**src/rtl/vga_pkg.sv**
```systemverilog
// Shared constants and types for the VGA pixel pipeline.
package vga_pkg;

  localparam int H_VIS   = 640;
  localparam int V_VIS   = 480;
  localparam int BAR_PIX = 80;
  localparam int COLOR_W = 4;

  typedef enum logic [1:0] {
    PAT_BARS,
    PAT_CHECK,
    PAT_GRAD,
    PAT_MBAR
  } pattern_t;

  typedef struct packed {
    logic [COLOR_W-1:0] r;
    logic [COLOR_W-1:0] g;
    logic [COLOR_W-1:0] b;
  } rgb_t;

  // Expand a single on/off flag into a full-scale or zero channel value.
  function automatic logic [COLOR_W-1:0] chan(input logic on);
    return on ? '1 : '0;
  endfunction

endpackage

```
**src/rtl/vga_pattern_rom.sv**
```systemverilog
// Combinational stage-1 colour lookup: pattern, pixel position and bar
// position in, raw (unblanked) colour out.
module vga_pattern_rom
  import vga_pkg::*;
#(
  parameter int BAR_W = 16
) (
  input  pattern_t   mode,
  input  logic [9:0] xCor,
  input  logic       yCor5,
  input  logic [9:0] barPos,
  output rgb_t       rgb
);

  logic [9:0]  barIdx;
  logic        barValid;
  logic [10:0] xWide;
  logic [10:0] barLo;
  logic [10:0] barHi;
  logic        inBar;

  // Columns 640..799 give indices 8 and 9; they are blanked downstream,
  // so they simply fall into black here.
  assign barIdx   = xCor / 10'(BAR_PIX);
  assign barValid = (barIdx < 10'd8);

  // 11-bit compare keeps barPos+BAR_W from wrapping near the right edge.
  assign xWide = {1'b0, xCor};
  assign barLo = {1'b0, barPos};
  assign barHi = barLo + 11'(BAR_W);
  assign inBar = (xWide >= barLo) && (xWide < barHi);

  // Select the raw colour for the current pattern.
  always_comb begin
    rgb = '0;
    case (mode)
      PAT_BARS: begin
        rgb.r = chan(barValid && (barIdx inside {10'd0, 10'd1, 10'd4, 10'd5}));
        rgb.g = chan(barIdx < 10'd4);
        rgb.b = chan(barValid && !barIdx[0]);
      end
      PAT_CHECK: begin
        rgb.r = chan(xCor[5] ^ yCor5);
        rgb.g = chan(xCor[5] ^ yCor5);
        rgb.b = chan(xCor[5] ^ yCor5);
      end
      PAT_GRAD: begin
        rgb.r = COLOR_W'(xCor[9:6]);
        rgb.g = COLOR_W'(xCor[9:6]);
        rgb.b = COLOR_W'(xCor[9:6]);
      end
      PAT_MBAR: begin
        if (inBar) begin
          rgb.r = '1;
          rgb.g = '1;
          rgb.b = '1;
        end else begin
          rgb.r = '0;
          rgb.g = '0;
          rgb.b = COLOR_W'(4'h4);
        end
      end
      default: rgb = '0;
    endcase
  end

endmodule

```
**src/rtl/vga_pattern_gen.sv**
```systemverilog
// Test-pattern generator behind the VGA timing generator. Two register
// stages carry colour and sync together so they leave aligned; pattern and
// bar position only change at pixel (0,0) so a frame never tears.
module vga_pattern_gen #(
  parameter int COLOR_W   = 4,
  parameter int BAR_SPEED = 4,
  parameter int BAR_W     = 16
) (
  input  logic               pixelClk,
  input  logic               locked,
  input  logic               hClk,
  input  logic               hVis,
  input  logic               vClk,
  input  logic               vVis,
  input  logic [9:0]         xCor,
  input  logic [9:0]         yCor,
  input  logic [1:0]         modeSel,
  output logic [COLOR_W-1:0] vgaR,
  output logic [COLOR_W-1:0] vgaG,
  output logic [COLOR_W-1:0] vgaB,
  output logic               hSync,
  output logic               vSync,
  output logic               frameStart
);

  import vga_pkg::*;

  logic        fs;
  pattern_t    modeReg;
  pattern_t    modeCur;
  logic [9:0]  barPos;
  logic [10:0] barSum;
  logic [9:0]  barNext;
  logic [9:0]  barCur;
  rgb_t        rawRgb;

  rgb_t        s1Rgb;
  logic        s1Vis;
  logic        s1HSync;
  logic        s1VSync;
  logic        s1Fs;

  assign fs = (xCor == 10'd0) && (yCor == 10'd0);

  assign barSum  = {1'b0, barPos} + 11'(BAR_SPEED);
  assign barNext = (barSum >= 11'(H_VIS)) ? 10'd0 : barSum[9:0];

  // On the frame-start pixel itself the fresh mode and bar position are
  // forwarded, so pixel (0,0) already belongs to the new frame.
  assign modeCur = fs ? pattern_t'(modeSel) : modeReg;
  assign barCur  = fs ? barNext : barPos;

  vga_pattern_rom #(
    .BAR_W (BAR_W)
  ) uRom (
    .mode   (modeCur),
    .xCor   (xCor),
    .yCor5  (yCor[5]),
    .barPos (barCur),
    .rgb    (rawRgb)
  );

  // Per-frame state: latch the requested mode and advance the bar at (0,0).
  always_ff @(posedge pixelClk) begin
    if (!locked) begin
      modeReg <= PAT_BARS;
      barPos  <= 10'd0;
    end else if (fs) begin
      modeReg <= pattern_t'(modeSel);
      barPos  <= barNext;
    end
  end

  // Stage 1: register raw colour with its visibility, sync and frame flag.
  always_ff @(posedge pixelClk) begin
    if (!locked) begin
      s1Rgb   <= '0;
      s1Vis   <= 1'b0;
      s1HSync <= 1'b1;
      s1VSync <= 1'b1;
      s1Fs    <= 1'b0;
    end else begin
      s1Rgb   <= rawRgb;
      s1Vis   <= hVis & vVis;
      s1HSync <= hClk;
      s1VSync <= vClk;
      s1Fs    <= fs;
    end
  end

  // Stage 2: blank outside the visible window and drive the connector.
  always_ff @(posedge pixelClk) begin
    if (!locked) begin
      vgaR       <= '0;
      vgaG       <= '0;
      vgaB       <= '0;
      hSync      <= 1'b1;
      vSync      <= 1'b1;
      frameStart <= 1'b0;
    end else begin
      vgaR       <= s1Vis ? COLOR_W'(s1Rgb.r) : '0;
      vgaG       <= s1Vis ? COLOR_W'(s1Rgb.g) : '0;
      vgaB       <= s1Vis ? COLOR_W'(s1Rgb.b) : '0;
      hSync      <= s1HSync;
      vSync      <= s1VSync;
      frameStart <= s1Fs;
    end
  end

endmodule
```
**config.mk**
```make
export PLATFORM = sky130hd
export DESIGN_NAME = vga_pattern_gen
export DESIGN_NICKNAME = d
export VERILOG_FILES = /design/src/rtl/vga_pkg.sv /design/src/rtl/vga_pattern_rom.sv /design/src/rtl/vga_pattern_gen.sv
export SDC_FILE = /design/constraint.sdc
export NUM_CORES = 1
export LEC_CHECK = 0
export ABC_AREA = 1
export CORE_ASPECT_RATIO = 1.5
export CORE_MARGIN = 8
export CORE_UTILIZATION = 53
export CTS_CLUSTER_SIZE = 14
export DETAILED_ROUTE_END_ITERATION = 16
export GPL_TIMING_DRIVEN = 0
export PLACE_DENSITY = 0.8
export SLEW_MARGIN = 30
export SYNTH_ARGS = -nofsm -noshare
export SYNTH_HDL_FRONTEND = slang
export SYNTH_HIERARCHICAL = 1
export SYNTH_SLANG_ARGS = --single-unit
```
**constraint.sdc**
```tcl
create_clock -name pixelClk -period 3.8 [get_ports pixelClk]
set_input_delay 0.57 -clock pixelClk [delete_from_list [all_inputs] [get_ports pixelClk]]
set_output_delay 0.57 -clock pixelClk [all_outputs]
set_load 0.02 [all_outputs]
```
# ---- Yosys cells after proc, flatten, opt, wreduce, memory -nomap -nowiden
# Cells that the tools add are included.
dict set report totals {
  regBits 43
  latch_bits 0
  ramBits 0
  rom_bits 0
  in_bits 28
  out_inout_bits 15
  wordCells 51
  memories 0
}
dict set report op_classes {
  addsub 2
  multipliers 0
  div_mod_pow 1
  n_lt_le_gt_ge 5
  n_eq_ne 6
  n_shift 0
  n_mux 9
  bitwise_logic 2
  reduce_logical 11
}
# cell n
set ops {}
lappend ops {{case mux 12 bit (4 select lines)} 1}
lappend ops {{zero test 10 bit} 3}
lappend ops {{equality test 10 x 3 -> 1 bit (second input constant)} 2}
lappend ops {{two-way mux 10 bit} 2}
lappend ops {{two-way mux 4 bit} 4}
lappend ops {{two-way mux 12 bit} 1}
lappend ops {{adder 10 x 3 -> 11 bit (second input constant)} 1}
lappend ops {{adder 10 x 5 -> 11 bit (second input constant)} 1}
lappend ops {{>= comparator 11 x 10 -> 1 bit (second input constant)} 1}
lappend ops {{less-than comparator 10 x 11 -> 1 bit} 1}
lappend ops {{divider 10 x 7 -> 10 bit (second input constant)} 1}
lappend ops {{equality test 10 x 1 -> 1 bit (second input constant)} 1}
lappend ops {{>= comparator 10 bit} 1}
lappend ops {{less-than comparator 10 x 3 -> 1 bit (second input constant)} 1}
lappend ops {{less-than comparator 10 x 4 -> 1 bit (second input constant)} 1}
lappend ops {{equality test 2 bit (second input constant)} 2}
lappend ops {{logical AND 1 bit} 4}
lappend ops {{nonzero test 4 bit} 1}
lappend ops {{equality test 2 x 1 -> 1 bit (second input constant)} 1}
lappend ops {{zero test 2 bit} 1}
lappend ops {{two-way mux 2 bit} 1}
lappend ops {{AND reduction 2 bit} 1}
lappend ops {{bitwise AND 1 bit} 1}
lappend ops {{zero test 1 bit} 1}
lappend ops {{bitwise XOR 1 bit} 1}

# ---- Logic depth before layout (Yosys ltp)
dict set report depth {
  ltp_word 9
  mapped_depth 27
  mapped_depth_nobuf 27
}

# ---- By module
# The synthesis kept the hierarchy.
# module instances cells_each area_each_um2
set modules_own_cells {}
lappend modules_own_cells {vga_pattern_gen 1 226 1695.4}
lappend modules_own_cells {vga_pattern_rom 1 156 865.8}

# ---- Worst setup path before layout
# Ideal clock, no wire load.
dict set report synth_path {
  path_kind {in2reg}
  from {in yCor[7]}
  to {reg s1Rgb[0] (netlist bit)}
  setup_ps 110
  arrival_time_ps 2903
  required_time_ps 3690
  slack_ps 787
  path_stages 23
  path_buffers 0
  path_cell_list {nor2_1 -> nand2_1 -> nor2_4 -> nand2_1 -> nor2_4 -> nand3_1 -> nand2_1 -> inv_1 -> nand2_1 -> inv_1 -> ha_1 -> xnor2_1 -> ha_1 -> nand2_1 -> o21a_1 -> nor2_1 -> nor2_1 -> nand3_1 -> nor2_2 -> nor2_1 -> nand2_1 -> nand2_1 -> inv_1}
}
# item line
set synth_rtl {}
lappend synth_rtl {{start, declared} vga_pattern_gen.sv:16} ;# input logic [9:0] yCor,
lappend synth_rtl {{end signal, assigned} vga_pattern_gen.sv:83} ;# s1Rgb <= rawRgb;
lappend synth_rtl {{end, declared} vga_pattern_gen.sv:37} ;# rgb_t s1Rgb;

==> impl_metrics.yaml <==
run_status:
  status: "complete, no violations"
critical_path:
  required_ps: 4050
  path_max_fanout: 5
  reg2reg_to: "s1Rgb[6]$_SDFF_PN0_"
  crit_path_end_kind: "flop"
  reg2regPathDepth: 25
  worst_setup_path_start_kind: "input pin"
  r2r_start: "barPos[2]$_SDFF_PN0_"
  worstPathArrival_ps: 3810
  setup.worst_path.class: "in2reg"
  r2r_slack_ps: 450
  critPathMaxStageDelay_ps: 440
  slowest_stage: "clkdlybuf4s50_1"
finish:
  finish.instance_area_mm2: 0.00323
  antennaDiodeCount: 0
  area_delta_synth_final_pct: 26.0
  nets: 481
  drive_gt1_share_pct: 11.7
drt:
  wirelength_um: 5570
  vias_per_cell: 4.81
  drtPass1Iterations: 5
  wl_per_cell_um: 11.1
  drtIter0Drc: 119
  drtAntennaViolNets: 0
  num_vias: 2417
  post-route-drc-count: 0
clocking:
  cts_sinks: 43
  cts_buffers: 5
  clockBufferDepth: 2
  cts_tree: "yes"
  path_clk_slew_ps: 80
  clock_latency_ps: 300
  cts-htree-levels: 2
  cts.root.buffer_cell: "clkbuf_8"
die:
  ioPinCount: 43
  row_count: 31
  die_h_um: 101
  die_area_mm2: 0.00736
  initial_core_util_pct: 54.1
  core_area_mm2: 0.00473
  die_x_um: 72.8
worst_hold_path:
  min_delay_path_depth: 2
  hp-class: "reg2reg"
  min-delay-start: "s1Rgb[11]$_SDFF_PN0_"
  hold_end: "vgaR[3]$_SDFF_PN0_"
sta:
  finalSetupTns_ps: 0
  min_period_ps: 3560
  worstMarginPinSlew_ps: 575
  post-route-period-util_pct: 93.7
  slew_violations: 0
  fin_skew_ps: 6.43
  max-slew-margin-rel_pct: 61.7
  fmax_ghz: 0.281
  fin_hold_ws_ps: 411
  setup-violations-final: 0
  final-hold-violation-count: 0
placed_design:
  portBuffers: 42
  place_congestion: 0.875
  hpwl_um: 4410
  place_area_mm2: 0.00306
pwr:
  intPower_mw: 0.657
  p_seq_share_pct: 52.3
  power_frac_clock_pct: 32.8
  switching_power_mw: 0.238
  combPwrFrac_pct: 15.0
  leakagePower_nw: 1.67
  p_per_area_mw_per_mm2: 277
  p_sw_share_pct: 26.6
  vdd_drop_max_v: 0.000121
global_routing:
  grt_pass1_vias: 2313
  grt_max_degree: 16
  track_usage_pct: 15.9
  gr-total-overflow: 0
  grt_antenna_before_repair: 0
  grt_pass1_wl_um: 9430
yosys:
  ys_types: 32
  syn-cell-area_mm2: 0.00256
  syn_inst: 382
  yosysWarnings: 6
  ys_seq_elements: 43
  synth_nets: 428
  seq_area_frac_synth_pct: 33.6
  avgSynthCellArea_um2: 6.70
job:
  maxCapViolations: 0
[stage by stage]
step	utilization, %	instances	setup WS (ps)	power (mW)
6_report	68.2	502	240	0.895
5_1_grt	68.2	502	-85.0	0.942
4_1_cts	66.7	498	18.6	0.905
3_5_place_dp	64.8	490	-284	0.611
3_3_place_gp	64.8	490	-237	0.608
2_1_floorplan	-	382	787	0.555
[sequential cells by signal, summed over array words and instances (netlist names), 2 cells and up]
name / count
s1Rgb: 12
barPos: 10
vgaB: 4
vgaG: 4
vgaR: 4
modeReg: 2
[cell usage in the layout (no fill, tap or decap)]
master | Yosys | layout
nand2_1 | 96 | 95
inv_1 | 75 | 75
nor2_1 | 47 | 44
dfxtp_1 | 43 | 43
clkdlybuf4s50_1 | 0 | 36
nand3_1 | 25 | 25
ha_1 | 18 | 17
a21oi_1 | 16 | 16
nand2_2 | 8 | 9
nor2_2 | 4 | 6
nand4_1 | 6 | 6
dlymetal6s2s_1 | 0 | 6
nand3_2 | 5 | 5
clkbuf_8 | 0 | 5
nor2_4 | 3 | 4
o21bai_1 | 4 | 4
or2_2 | 4 | 4
buf_4 | 0 | 4
o21ai_0 | 4 | 4
inv_2 | 3 | 3
clkbuf_1 | 3 | 3
nand2_4 | 2 | 2
a211oi_1 | 2 | 2
clkinvlp_4 | 0 | 2
xor2_1 | 2 | 2
and2_2 | 1 | 1
nand3_4 | 1 | 1
buf_6 | 1 | 1
inv_6 | 0 | 1
nor3_2 | 0 | 1
xnor2_1 | 1 | 1
o211ai_1 | 1 | 1
nor4_1 | 1 | 1
o2111ai_1 | 1 | 1
o21a_1 | 1 | 1
a21boi_2 | 0 | 1
a21o_1 | 1 | 1
nor3b_1 | 1 | 1
ha_2 | 0 | 1
[critical path, delay by kind of cell]
kind,cells,cell delay [ps]
compound gates,1,130
xor+xnor,1,130
fa+ha+maj,2,520
buf+inv,5,750
simple gates,16,1680
[power by group through the flow]
stage	Sequential [mW]	Clock, mW	Combinational, mW
after detailed placement	0.478	0	0.133
final	0.467	0.293	0.134
after global placement	0.478	0	0.130
after CTS	0.468	0.303	0.134
after floorplan	0.480	0	0.0746
after global routing	0.469	0.321	0.152
[final cells by class]
| class | count | area, um2 |
|---|---|---|
| Fill cell | 411 | 1500 |
| Clock inverter | 3 | 23.8 |
| Clock buffer | 5 | 68.8 |
| Sequential cell | 43 | 861 |
| Tap cell | 66 | 82.6 |
| Buffer | 4 | 22.5 |
| Timing Repair Buffer | 46 | 465 |
| Multi-Input combinational cell | 257 | 1410 |
| Inverter | 78 | 293 |
[kinds of logic (layout without fill, tap and decap cells)]
| logic type | Yosys count | count (layout) | share of synthesized area [%] |
|---|---|---|---|
| adder cells (fa/ha/maj) | 18 | 18 | 8.79 |
| buffers and inverters | 82 | 136 | 12.3 |
| XOR/XNOR | 3 | 3 | 1.03 |
| flip-flops | 43 | 43 | 33.6 |
| AND/OR/NAND/NOR | 205 | 205 | 37.1 |
| AO/OA/AOI/OAI | 31 | 31 | 7.18 |
[cells in the mapped netlist, drive strengths merged]
master | number | area, um2
xor2 | 2 | 17.5
o211ai | 1 | 7.51
a21boi | 1 | 7.51
nor3b | 1 | 7.51
or2 | 4 | 25.0
dfxtp | 43 | 861
nor3 | 1 | 5.00
nand4 | 6 | 37.5
a21o | 1 | 7.51
nand2 | 106 | 433
and2 | 1 | 7.51
a211oi | 2 | 15.0
clkbuf | 3 | 11.3
nand3 | 31 | 193
buf | 1 | 11.3
o2111ai | 1 | 8.76
o21bai | 4 | 30.0
a21oi | 16 | 80.1
o21ai | 4 | 20.0
inv | 78 | 293
nor4 | 1 | 6.26
ha | 18 | 225
o21a | 1 | 7.51
xnor2 | 1 | 8.76
nor2 | 54 | 235
[worst max path at each step]
| stage | from | end | slack [ps] | cells after the start |
|---|---|---|---|---|
| 2_1_floorplan | yCor[7] | s1Rgb[0]$_SDFF_PN0_ | 790 | 23 |
| 3_3_place_gp | xCor[6] | s1Rgb[3]$_SDFF_PN0_ | -240 | 25 |
| 3_5_place_dp | xCor[7] | s1Rgb[3]$_SDFF_PN0_ | -280 | 24 |
| 4_1_cts | xCor[7] | s1Rgb[3]$_SDFF_PN0_ | 20 | 24 |
| 5_1_grt | yCor[5] | s1Rgb[4]$_SDFF_PN0_ | -90 | 25 |
| 6_report | yCor[5] | s1Rgb[6]$_SDFF_PN0_ | 240 | 25 |
[repair_timing]
item,in CTS,in global routing
buffers inserted,0,4
hold buffers,0,0
setup endpoints to repair,0,11
resized for setup,0,14
[metal layers]
metal | up-vias | wire, um | global-route usage (%)
li1 | 1280 | - | -
met1 | 1074 | 2400 | 15.8
met2 | 51 | 2760 | 29.5
met3 | 12 | 257 | 3.47
met4 | 0 | 158 | 8.67
met5 | - | 0 | 0
(Power assumes the default switching activity.)
==> variant, RTL diff (same settings) <==
Add an input register stage for `locked`, `hVis`, `vVis`, `xCor`, `yCor` and `modeSel`; this delays them by one clock.
--- a/src/rtl/vga_pattern_gen.sv
+++ b/src/rtl/vga_pattern_gen.sv
@@ -26,4 +26,20 @@
   import vga_pkg::*;
 
+  logic locked_q;
+  logic hVis_q;
+  logic vVis_q;
+  logic [9:0] xCor_q;
+  logic [9:0] yCor_q;
+  logic [1:0] modeSel_q;
+
+  always_ff @(posedge pixelClk) begin
+    locked_q  <= locked;
+    hVis_q    <= hVis;
+    vVis_q    <= vVis;
+    xCor_q    <= xCor;
+    yCor_q    <= yCor;
+    modeSel_q <= modeSel;
+  end
+
   logic        fs;
   pattern_t    modeReg;
@@ -41,5 +57,5 @@
   logic        s1Fs;
 
-  assign fs = (xCor == 10'd0) && (yCor == 10'd0);
+  assign fs = (xCor_q == 10'd0) && (yCor_q == 10'd0);
 
   assign barSum  = {1'b0, barPos} + 11'(BAR_SPEED);
@@ -48,5 +64,5 @@
   // On the frame-start pixel itself the fresh mode and bar position are
   // forwarded, so pixel (0,0) already belongs to the new frame.
-  assign modeCur = fs ? pattern_t'(modeSel) : modeReg;
+  assign modeCur = fs ? pattern_t'(modeSel_q) : modeReg;
   assign barCur  = fs ? barNext : barPos;
 
@@ -55,6 +71,6 @@
   ) uRom (
     .mode   (modeCur),
-    .xCor   (xCor),
-    .yCor5  (yCor[5]),
+    .xCor   (xCor_q),
+    .yCor5  (yCor_q[5]),
     .barPos (barCur),
     .rgb    (rawRgb)
@@ -63,9 +79,9 @@
   // Per-frame state: latch the requested mode and advance the bar at (0,0).
   always_ff @(posedge pixelClk) begin
-    if (!locked) begin
+    if (!locked_q) begin
       modeReg <= PAT_BARS;
       barPos  <= 10'd0;
     end else if (fs) begin
-      modeReg <= pattern_t'(modeSel);
+      modeReg <= pattern_t'(modeSel_q);
       barPos  <= barNext;
     end
@@ -74,5 +90,5 @@
   // Stage 1: register raw colour with its visibility, sync and frame flag.
   always_ff @(posedge pixelClk) begin
-    if (!locked) begin
+    if (!locked_q) begin
       s1Rgb   <= '0;
       s1Vis   <= 1'b0;
@@ -82,5 +98,5 @@
     end else begin
       s1Rgb   <= rawRgb;
-      s1Vis   <= hVis & vVis;
+      s1Vis   <= hVis_q & vVis_q;
       s1HSync <= hClk;
       s1VSync <= vClk;
@@ -91,5 +107,5 @@
   // Stage 2: blank outside the visible window and drive the connector.
   always_ff @(posedge pixelClk) begin
-    if (!locked) begin
+    if (!locked_q) begin
       vgaR       <= '0;
       vgaG       <= '0;
Formal check against the unedited RTL: not equivalent (a bounded check fails within 4 cycles, from zero or initial values).
==> variant against the original RTL <==
Sequential cell count up 25. Routed wire length up 7.2%. Synthesized area up 20%. Setup slack better by 71 ps. Total power up 79%. Die area up 16%. Cell area up 19%. Critical path type is now reg2reg.
==> variant: results (changes against the original RTL) <==
Mapped Nets - 453 (was 428)
Largest Register - s1Rgb (unchanged)
Synth unique cells - 32 (unchanged)
CP Data Arrival Time - 3740 ps (was 3810 ps)
Top cells by count, synth - nand2_1, inv_1, dfxtp_1, nor2_1, nand3_1 (was nand2_1, inv_1, nor2_1, dfxtp_1, nand3_1)
Post-synthesis sequential area ratio - 44.46% (was 33.61%)
Static Leakage - 0.001889 µW (was 0.001672 µW)
Layout cells sized above 1 - 10.75% (was 11.70%)
Slowest stage cell, crit path - dfxtp_1 (was clkdlybuf4s50_1)
Hold crit path type - reg2reg (unchanged)
WL final - 5969 µm (was 5568 µm)
HPWL after detailed placement - 4669 µm (was 4408 µm)
Worst skew pair latency - 350 ps (was 300 ps)
TritonCTS Buffers - 9 (was 5)
FILL cells - 500 (was 411)
Global-route wire length before repair - 10290 µm (was 9425 µm)
Pre-antenna DRT Iters - 4 (was 5)
# nets final - 506 (was 481)
Clk_skew - 11.40 ps (was 6.433 ps)
Number of global-route vias before repair - 2554 (was 2313)
Post-DR vias/cell - 4.771 (was 4.815)
Ranking of synthesized cells by area - dfxtp_1, nand2_1, inv_1 (unchanged)
Status - finished, final reports clean (unchanged)
DR iter-0 viols - 75 (was 119)
GPL Wtd Cong - 0.9043 (was 0.8749)
Max stage delay on crit path - 400 ps (was 440 ps)
Top_reg_cell synth - dfxtp_1 (unchanged)
Slew at the pin with the worst max-slew slack - 487.5 ps (was 575.1 ps)
Largest net degree at the start of global routing - 13 (was 16)
GRT Overall Usage - 15.22% (was 15.90%)
H-tree depth - 3 (was 2)
Worst-path fanout max - 6 (was 5)
[variant: stage by stage]
| stage | instance area [µm²] | setup WS, ps | instances | hold slack [ps] |
|---|---|---|---|---|
| global route | 3826 | 28.05 | 537 | 416.7 |
| finish | 3826 | 310.9 | 537 | 407.9 |
| floorplan | 3062 | 897.4 | 407 | 390.5 |
| global placement | 3572 | 424.6 | 521 | 394.2 |
| CTS | 3821 | 337.0 | 537 | 412.3 |
| detailed placement | 3572 | 371.2 | 521 | 397.9 |
[variant: logic make-up (layout without fill, tap and decap cells)]
| kind of cell | after synthesis | count (layout) | share of synthesized area, % |
|---|---|---|---|
| xor gates and xnor gates | 3 | 3 | 0.8584 |
| adders and majority gates | 18 | 18 | 7.356 |
| and+or+nand+nor | 205 | 205 | 31.02 |
| AOI/OAI and AO/OA | 31 | 31 | 6.008 |
| buffers and inverters | 82 | 140 | 10.30 |
| DFF | 68 | 68 | 44.46 |
[variant: final timing paths]
check	from	to	slack, ps	cells past startpoint
setup / recovery	barPos[2]	s1Rgb[7]	310	25
hold / removal	s1Rgb[10]	vgaR[2]	410	2
setup reg to reg	barPos[2]	s1Rgb[7]	310	25
hold reg to reg	s1Rgb[10]	vgaR[2]	410	2
[variant: layer usage]
metal / GRT usage, % / up-vias / part of all wire, %
li1: - / 1357 / -
met1: 12.85 / 1125 / 36
met2: 28.58 / 63 / 54
met3: 5.776 / 17 / 6.6
met4: 10.37 / 0 / 3.0
met5: 0 / - / 0
[variant: final cells by class]
class,instances,area share (%)
flip-flops and latches,68,35.58
clock buffers,10,3.597
plain buffers,4,0.5886
clock inverters,6,2.910
well taps,72,2.354
repair buffers,42,10.99
multi-input cells,257,36.33
inverters,78,7.652
[variant: power breakdown]
| group | internal [µW] | switching (µW) |
|---|---|---|
| clock network | 453 | 265 |
| logic | 61.2 | 61.6 |
| registers | 741 | 15.1 |
| total | 1260 | 342 |
[variant: timing repair]
| action | CTS | global route |
|---|---|---|
| resized for setup | 0 | 2 |
| setup endpoints to repair | 0 | 4 |
| endpoints found under the hold margin | 0 | 0 |
| buffers inserted | 0 | 0 |
[variant: worst max-delay path, delay by kind of cell (launching register included)]
family / cells / cell delay [ps]
flip-flops: 1 / 400
AND/OR/NAND/NOR: 19 / 1890
AO/OA/AOI/OAI: 1 / 250
adder cells (fa/ha/maj): 2 / 550
buffers and inverters: 2 / 200
XOR/XNOR: 1 / 100
